**src/rtl/adder4_rr_arbiter.sv**
```systemverilog
// adder4_rr_arbiter: NUM_REQ requesters share one combinational 4-bit
// Kogge-Stone adder through a round-robin arbiter. Results land in a
// single-entry output register drained by a valid/ready handshake.
// Optional build macro: ADDER4_ARB_STATS_EN adds a saturating 16-bit
// accept counter on port txn_count.

// 4-bit Kogge-Stone adder, no carry-in. Two prefix levels (span 1, span 2).
module adder4_rr_arbiter_ks4 (
  input  logic [3:0] a,
  input  logic [3:0] b,
  output logic [3:0] sum,
  output logic       cout
);

  logic [3:0] g0, p0;
  logic [3:0] g1, p1;
  logic [3:0] g2, p2;
  logic [3:0] carry;

  // Bitwise generate/propagate and the two prefix levels.
  always_comb begin
    g0 = a & b;
    p0 = a ^ b;

    g1[0] = g0[0];
    p1[0] = p0[0];
    for (int i = 1; i < 4; i++) begin
      g1[i] = g0[i] | (p0[i] & g0[i-1]);
      p1[i] = p0[i] & p0[i-1];
    end

    g2[1:0] = g1[1:0];
    p2[1:0] = p1[1:0];
    for (int i = 2; i < 4; i++) begin
      g2[i] = g1[i] | (p1[i] & g1[i-2]);
      p2[i] = p1[i] & p1[i-2];
    end
  end

  // Carry into bit i is the group generate of bits [i-1:0].
  always_comb begin
    carry = {g2[2:0], 1'b0};
    sum   = p0 ^ carry;
    cout  = g2[3];
  end

endmodule

// State table
//   state | meaning
//   EMPTY | output register holds nothing, res_valid=0
//   FULL  | output register holds a result, res_valid=1
module adder4_rr_arbiter #(
  parameter int NUM_REQ = 4,
  parameter int ID_W    = 2
) (
  input  logic                   clk,
  input  logic                   rst_n,
  input  logic [NUM_REQ-1:0]     req_valid,
  input  logic [4*NUM_REQ-1:0]   req_a,
  input  logic [4*NUM_REQ-1:0]   req_b,
  output logic [NUM_REQ-1:0]     req_ready,
  output logic                   res_valid,
  input  logic                   res_ready,
  output logic [3:0]             res_sum,
  output logic                   res_cout,
  output logic [ID_W-1:0]        res_id
`ifdef ADDER4_ARB_STATS_EN
  ,
  output logic [15:0]            txn_count
`endif
);

  typedef enum logic {
    EMPTY = 1'b0,
    FULL  = 1'b1
  } state_t;

  localparam logic [ID_W:0]   NREQ_EXT = (ID_W+1)'(NUM_REQ);
  localparam logic [ID_W-1:0] LAST_ID  = ID_W'(NUM_REQ - 1);

  state_t          state_q, state_d;
  logic [ID_W-1:0] rr_ptr;
  logic [ID_W-1:0] grant_idx;
  logic            grant_found;
  logic [ID_W:0]   cand;
  logic            drain;
  logic            accept_en;
  logic            accept;
  logic [3:0]      sel_a, sel_b;
  logic [3:0]      add_sum;
  logic            add_cout;

  // Rotating priority search starting at rr_ptr; cand wraps modulo NUM_REQ
  // so non-power-of-two requester counts never index past the vector.
  always_comb begin
    grant_found = 1'b0;
    grant_idx   = '0;
    cand        = '0;
    for (int k = 0; k < NUM_REQ; k++) begin
      cand = {1'b0, rr_ptr} + (ID_W+1)'(k);
      if (cand >= NREQ_EXT) begin
        cand = cand - NREQ_EXT;
      end
      if (!grant_found && req_valid[cand[ID_W-1:0]]) begin
        grant_found = 1'b1;
        grant_idx   = cand[ID_W-1:0];
      end
    end
  end

  // Handshake qualification. rst_n gates req_ready so nothing is accepted
  // while reset is held.
  always_comb begin
    res_valid = (state_q == FULL);
    drain     = res_valid & res_ready;
    accept_en = (state_q == EMPTY) | drain;
    accept    = accept_en & grant_found & rst_n;
    req_ready = accept ? (NUM_REQ'(1) << grant_idx) : '0;
  end

  // Operand mux into the shared adder.
  always_comb begin
    sel_a = req_a[{grant_idx, 2'b00} +: 4];
    sel_b = req_b[{grant_idx, 2'b00} +: 4];
  end

  adder4_rr_arbiter_ks4 u_adder (
    .a    (sel_a),
    .b    (sel_b),
    .sum  (add_sum),
    .cout (add_cout)
  );

  // State register.
  always_ff @(posedge clk or negedge rst_n) begin
    if (!rst_n) begin
      state_q <= EMPTY;
    end else begin
      state_q <= state_d;
    end
  end

  // Next-state logic; a same-cycle drain+accept keeps the register FULL.
  always_comb begin
    state_d = state_q;
    case (state_q)
      EMPTY: if (accept) state_d = FULL;
      FULL:  if (drain && !accept) state_d = EMPTY;
      default: state_d = EMPTY;
    endcase
  end

  // Result register loads only on accept, so it holds under backpressure.
  always_ff @(posedge clk or negedge rst_n) begin
    if (!rst_n) begin
      res_sum  <= '0;
      res_cout <= 1'b0;
      res_id   <= '0;
    end else if (accept) begin
      res_sum  <= add_sum;
      res_cout <= add_cout;
      res_id   <= grant_idx;
    end
  end

  // Round-robin pointer moves just past the winner; holds when idle.
  always_ff @(posedge clk or negedge rst_n) begin
    if (!rst_n) begin
      rr_ptr <= '0;
    end else if (accept) begin
      rr_ptr <= (grant_idx == LAST_ID) ? '0 : grant_idx + 1'b1;
    end
  end

`ifdef ADDER4_ARB_STATS_EN
  // Saturating accept counter, updated on the same edge as the result.
  always_ff @(posedge clk or negedge rst_n) begin
    if (!rst_n) begin
      txn_count <= '0;
    end else if (accept && (txn_count != 16'hFFFF)) begin
      txn_count <= txn_count + 16'd1;
    end
  end
`endif

endmodule

```
**config.mk**
```make
export PLATFORM = sky130hd
export DESIGN_NAME = adder4_rr_arbiter
export DESIGN_NICKNAME = d
export VERILOG_FILES = /design/src/rtl/adder4_rr_arbiter.sv
export SDC_FILE = /design/constraint.sdc
export NUM_CORES = 1
export LEC_CHECK = 0
export CORE_MARGIN = 1.5
export CORE_UTILIZATION = 61
export DETAILED_ROUTE_END_ITERATION = 8
export DONT_BUFFER_PORTS = 1
export PLACE_DENSITY = 0.77
export SYNTH_ARGS = -nofsm -noshare
export SYNTH_HDL_FRONTEND = slang
export SYNTH_SLANG_ARGS = --single-unit
```
**constraint.sdc**
```tcl
create_clock -name clk -period 3.05 [get_ports clk]
set_clock_uncertainty 0.15 [all_clocks]
set_input_delay 0.305 -clock clk [delete_from_list [all_inputs] [get_ports clk]]
set_output_delay 0.305 -clock clk [all_outputs]
set_load 0.02 [all_outputs]
```
# Yosys cells after proc, flatten, opt, wreduce, memory -nomap -nowiden
# Index checks and enable logic that the tools add are counted.
# op_classes
n_addsub,8
n_lt_le_gt_ge,8
eq_ne,1
shift,3
n_mux,25
bitwise_logic,20
n_reduce_logical,8
# ops
cell,count
indexed part select 16 x 5 -> 4 bit,2
two-way mux 2 bit,9
"less-than comparator 2 x 3 -> 1 bit, second input constant",4
bitwise AND 1 bit,10
two-way mux 1 bit,10
">= comparator 3 bit, second input constant",3
binary-select mux 1 bit (select 2 bit),4
"subtractor 2 x 1 -> 2 bit, second input constant",4
bitwise XOR 4 bit,2
"adder 2 x 2 -> 3 bit, second input constant",2
OR 1 bit,6
bitwise AND 4 bit,1
logical AND 1 bit,4
zero test 1 bit,4
two-way mux 4 bit,1
"left shift 1 x 2 -> 4 bit, first input constant",1
"adder 2 x 1 -> 3 bit, second input constant",1
">= comparator 2 x 3 -> 1 bit, second input constant",1
"adder 2 x 1 -> 2 bit, second input constant",1
"== test 2 bit, second input constant",1
case mux 1 bit (2 select lines),1
inverter 1 bit,1
# totals
register_bits,10
inputBits,39
output_inout_bits,12
wordCells,78

# Logic depth before layout (Yosys ltp)
# depth
ltp_word,20
depth_mapped,12
depth_no_buf,10

# Hierarchy
# Synthesis repeated with hierarchy kept, for this count alone.
# unflattened
cells_unflattened,87
hier_area_um2,949.7
# by_module_without_submodules
module,instances,cells_per_inst,area_per_inst_um2,seq_area_each_um2
adder4_rr_arbiter,1,76,830.8,250.2
adder4_rr_arbiter_ks4,1,11,118.9,0.0

# Worst setup path after synthesis
# No wires, ideal clock.
# synth_path
kind,register to register
startpoint,register rr_ptr[1]
endpoint,register res_cout
setup_ns,0.122
t_arrival_ns,2.406
t_required_ns,2.778
setup_slack_ns,0.372
stages_incl_launch_ff,13
n_path_buf,2
period_less_slack_ns,2.678
path_cell_list,dfrtp_1 a21o_1 a21oi_1 o22a_2 buf_6 buf_12 mux2i_1 mux2i_1 ha_1 fa_1 a21o_1 a21oi_1 a21oi_1
# synth_via
elab_chain_len,20
word_cells_on_any_way,50
cone_classes,add/sub (7); order compare (4); shift (2); mux (20); bitwise (11); reduce/logical (6)
# synth_rtl
item,line_no,source
"start, declared",83,logic [ID_W-1:0] rr_ptr;
"start signal, assigned",172,rr_ptr <= (grant_idx == LAST_ID) ? '0 : grant_idx + 1'b1;
branches (longest 13 deep; another with adder 2 x 1 -> 3 bit),-,
two-way mux 2 bit *,105,if (!grant_found && req_valid[cand[ID_W-1:0]]) begin
net grant_idx[1],84,logic [ID_W-1:0] grant_idx;
"indexed part select 16 x 5 -> 4 bit, on equally long branches","124, 125",
bitwise XOR 4 bit or bitwise AND 4 bit (tied branches),"23, 22",
bitwise AND 1 bit,28,g1[i] = g0[i] | (p0[i] & g0[i-1]);
OR 1 bit,28,
bitwise AND 1 bit,35,g2[i] = g1[i] | (p1[i] & g1[i-2]);
OR 1 bit *,35,
"end signal, assigned",162,res_cout <= add_cout;
"end, declared",66,"output logic res_cout,"
# Mark *: on every way through the listed nets, which the timed path passes. The select of a mux whose other input is x is not followed.
# A chain may end at the register's enable or synchronous reset.

# Final worst setup path
# layout_path
startpoint,register rr_ptr[1]
endpoint,register res_cout
# layout_via
elab_chain_len,20
word_cells_on_any_way,50
cone_classes,add/sub (7); order compare (4); shift (2); mux (20); bitwise (11); reduce/logical (6)
# layout_rtl
item
branches (longest 20 deep; another with adder 2 x 1 -> 3 bit)
# Parallel ways; which one is timed is not known. The select of a mux whose other input is x is not followed.

==> flow_summary_export.csv <==
group,metric,value,unit
worst_setup_path,critPathMaxStageDelay,0.46,ns
routing,drt.antenna.violating_nets,0,
power_and_ir_drop,seq_power_share,31.8,%
power_and_ir_drop,internal_power,0.000549,W
worst_setup_path,crit_family,"compound AO/OA/AOI/OAI gates",
timing,final.setup.tns,0,ns
power_and_ir_drop,switching_share,43.3,%
power_and_ir_drop,power_switching,0.000420,W
place,place_congestion,0.750,
timing,fmax,0.360,GHz
logic_synthesis,synth_seq_cells,10,
place,placed_area,938,um2
cts,cts_made_buffers,3,
cts,cts-root-buf,"clkbuf_4",
final_layout,layout_commonest_cell,"mux2i_1",
routing,drtPass1Iterations,4,
place,dp_hpwl,1.34,mm
place,io_buffers,0,
floorplanning,die_y,42.4,um
power_and_ir_drop,leakage,0.494,nW
floorplanning,pin_count,51,
worst_setup_path,crit_chain,"a21o_1 -> a21oi_1 -> o22a_2 -> mux2i_1 -> mux2i_1 -> ha_1 -> fa_1 -> a21o_1 -> a21oi_1 -> a21oi_1",
global_route,grt_pass1_vias,644,
routing,drc,0,
power_and_ir_drop,finalPower,0.000969,W
routing,via_per_inst,6.15,
timing,hold_viol_final,0,
final_layout,drive_gt1_share,18.5,%
cts,cts_tree,"yes",
outcome,outcome,"complete, no violations",
cts,clockBufferDepth,2,
cts,clk_pin_slew,0.06,ns
worst_setup_path,worstPathArrival,2.74,ns
timing,slew-limit-headroom,56.5,%
timing,setup_viol,0,
logic_synthesis,synth_cell_type_count,23,
global_route,grt_pass1_wl,2.49,mm
worst_setup_path,worstRegToRegCells,10,
hold_path,hold_depth,2,
worst_setup_path,slowest_stage,"fa_1",
timing,fin_ws,0.272,ns
global_route,grt-ovfl-total,0,
floorplanning,start_util,64.5,%
cts,clkLatencyLatePin,0.26,ns
floorplanning,core_area,1470,um2
power_and_ir_drop,vdd_ir_drop_max,645,uV
timing,period_minus_slack,2.78,ns
final_layout,finalNonFillerCells,108,
final_layout,nNetsFinal,141,
global_route,grt_max_degree,16,
final_layout,syn2layout_area_growth,4.88,%
power_and_ir_drop,combPwrFrac,56.2,%
logic_synthesis,synth_nets,136,
place,dp_slack,0.279,ns
logic_synthesis,yosysWarnings,0,
cts,htreeDepth,1,
global_route,track_usage,18.9,%
floorplanning,die_x,42.4,um
logic_synthesis,yosysSeqAreaShare,26.4,%
final_layout,antennaDiodeCount,0,
worst_setup_path,crit_fanout,9,
final_layout,design_area,995,um2
hold_path,min_path_type,"primary input to flop",
worst_setup_path,crit_path_end_kind,"flop",
routing,wire_per_inst,15.5,um
floorplanning,rows,14,
logic_synthesis,syn_area_per_cell,10.8,um2
logic_synthesis,synthCells,88,
routing,drtIter0Drc,5,
routing,wirelength,1.67,mm
final_layout,final_cell_mix,"mux2i_1, dfrtp_1, ha_1",
floorplanning,die-area,1800,um2
routing,vias,664,
timing,tightest_slew,0.653,ns
global_route,antenna_found_initial,0,
worst_setup_path,critPathLaunchType,"flop",
worst_setup_path,path_class,"flop to flop",
timing,rsz0062_at_grt,"false",
power_and_ir_drop,powerDensity,974,nW/um2
place,place_inst,102,
worst_setup_path,crit_buf_inv,0,
cts,clock-sinks,10,
worst_setup_path,critPathRequiredTime,3.01,ns
power_and_ir_drop,pwr-share-clk,12.0,%
timing,maxSlewViolCount,0,
worst_setup_path,crit_cells,10,
timing,fin_crit_sh,91.1,%
logic_synthesis,syn-cell-area,948,um2
cts,cts_resized,0,
flow_run,max_cap_viol_count,0,
cts,cts_setup_buffers,0,
worst_setup_path,crit_top_cell,"a21oi_1",
## final timing paths
kind                               from  slack (ns)         end
setup / recovery              rr_ptr[1]        0.27    res_cout
hold / removal             req_valid[2]        0.05   res_valid
setup reg to reg              rr_ptr[1]        0.27    res_cout
hold reg to reg               rr_ptr[0]        0.42   rr_ptr[0]
max in group asynchronous         rst_n        2.18  res_sum[0]
min in group asynchronous         rst_n        0.27   res_valid
## synthesized netlist by cell type
master	count	share of area, %
nor2b_1	1	0.66
ha_1	8	11
a21o_1	3	2.4
a21oi_2	1	0.92
xnor2_1	2	1.8
and2_1	4	2.6
nor2_1	4	1.6
o21ai_0	1	0.53
mux2_4	1	1.6
a21oi_1	6	3.2
o22a_2	1	1.1
nand2b_1	2	1.3
buf_6	2	2.4
dfrtp_1	10	26
a211oi_1	1	0.79
mux2_2	6	7.1
buf_4	1	0.79
o22ai_1	1	0.66
mux2i_1	24	25
o41ai_2	1	1.7
fa_1	1	2.1
inv_1	6	2.4
buf_12	1	2.1
## logic make-up (layout without fill, tap and decap cells)
| kind of cell | count (synthesis) | in the layout | synth area share [%] |
|---|---|---|---|
| multiplexers | 31 | 31 | 34.0 |
| buffers and inverters | 10 | 14 | 7.65 |
| AND/OR/NAND/NOR | 11 | 11 | 6.20 |
| flip-flops | 10 | 10 | 26.4 |
| adder cells (fa/ha/maj) | 9 | 9 | 12.7 |
| XOR/XNOR | 2 | 2 | 1.85 |
| AO/OA/AOI/OAI | 15 | 15 | 11.2 |
## layer usage
layer,share of wire [%],routed length [um],global-route usage (%)
met1,39,652,19.7
met2,55,912,36.6
met3,4.5,75,1.72
met4,1.7,29,9.38
met5,0,0,0
## stage by stage
step | hold WS (ns) | utilization [%]
after floorplan | -0.141 | -
after global placement | -0.140 | 63.8
after detailed placement | -0.140 | 63.8
after CTS | 0.0523 | 67.6
after global routing | 0.0494 | 67.6
final | 0.0539 | 67.6
## state kept, by name (all words and copies together), names as in the netlist
| register | cells |
|---|---|
| rr_ptr | 2 |
| res_id | 2 |
| res_cout | 1 |
| res_sum | 4 |
| res_valid | 1 |
## cell type report
cell class	instances	area [um2]
flip-flops and latches	10	250
repair buffers	4	35.0
well taps	16	20.0
inverters	6	22.5
clock buffers	4	36.3
multi-input cells	68	631
fillers	124	477
## power by group through the flow
stage | logic [W] | clock network (W) | registers (W)
2_1_floorplan | 0.000483 | 0 | 0.000292
3_3_place_gp | 0.000517 | 0 | 0.000307
3_5_place_dp | 0.000550 | 0 | 0.000312
4_1_cts | 0.000556 | 0.000118 | 0.000309
5_1_grt | 0.000604 | 0.000124 | 0.000313
6_report | 0.000545 | 0.000116 | 0.000308
## repair_timing
action / in CTS / in global routing
hold endpoints to repair: 11 / 0
hold buffers: 2 / 0
endpoints found under the setup margin: 0 / 0
Note: power is estimated with default switching activity, not from simulation.
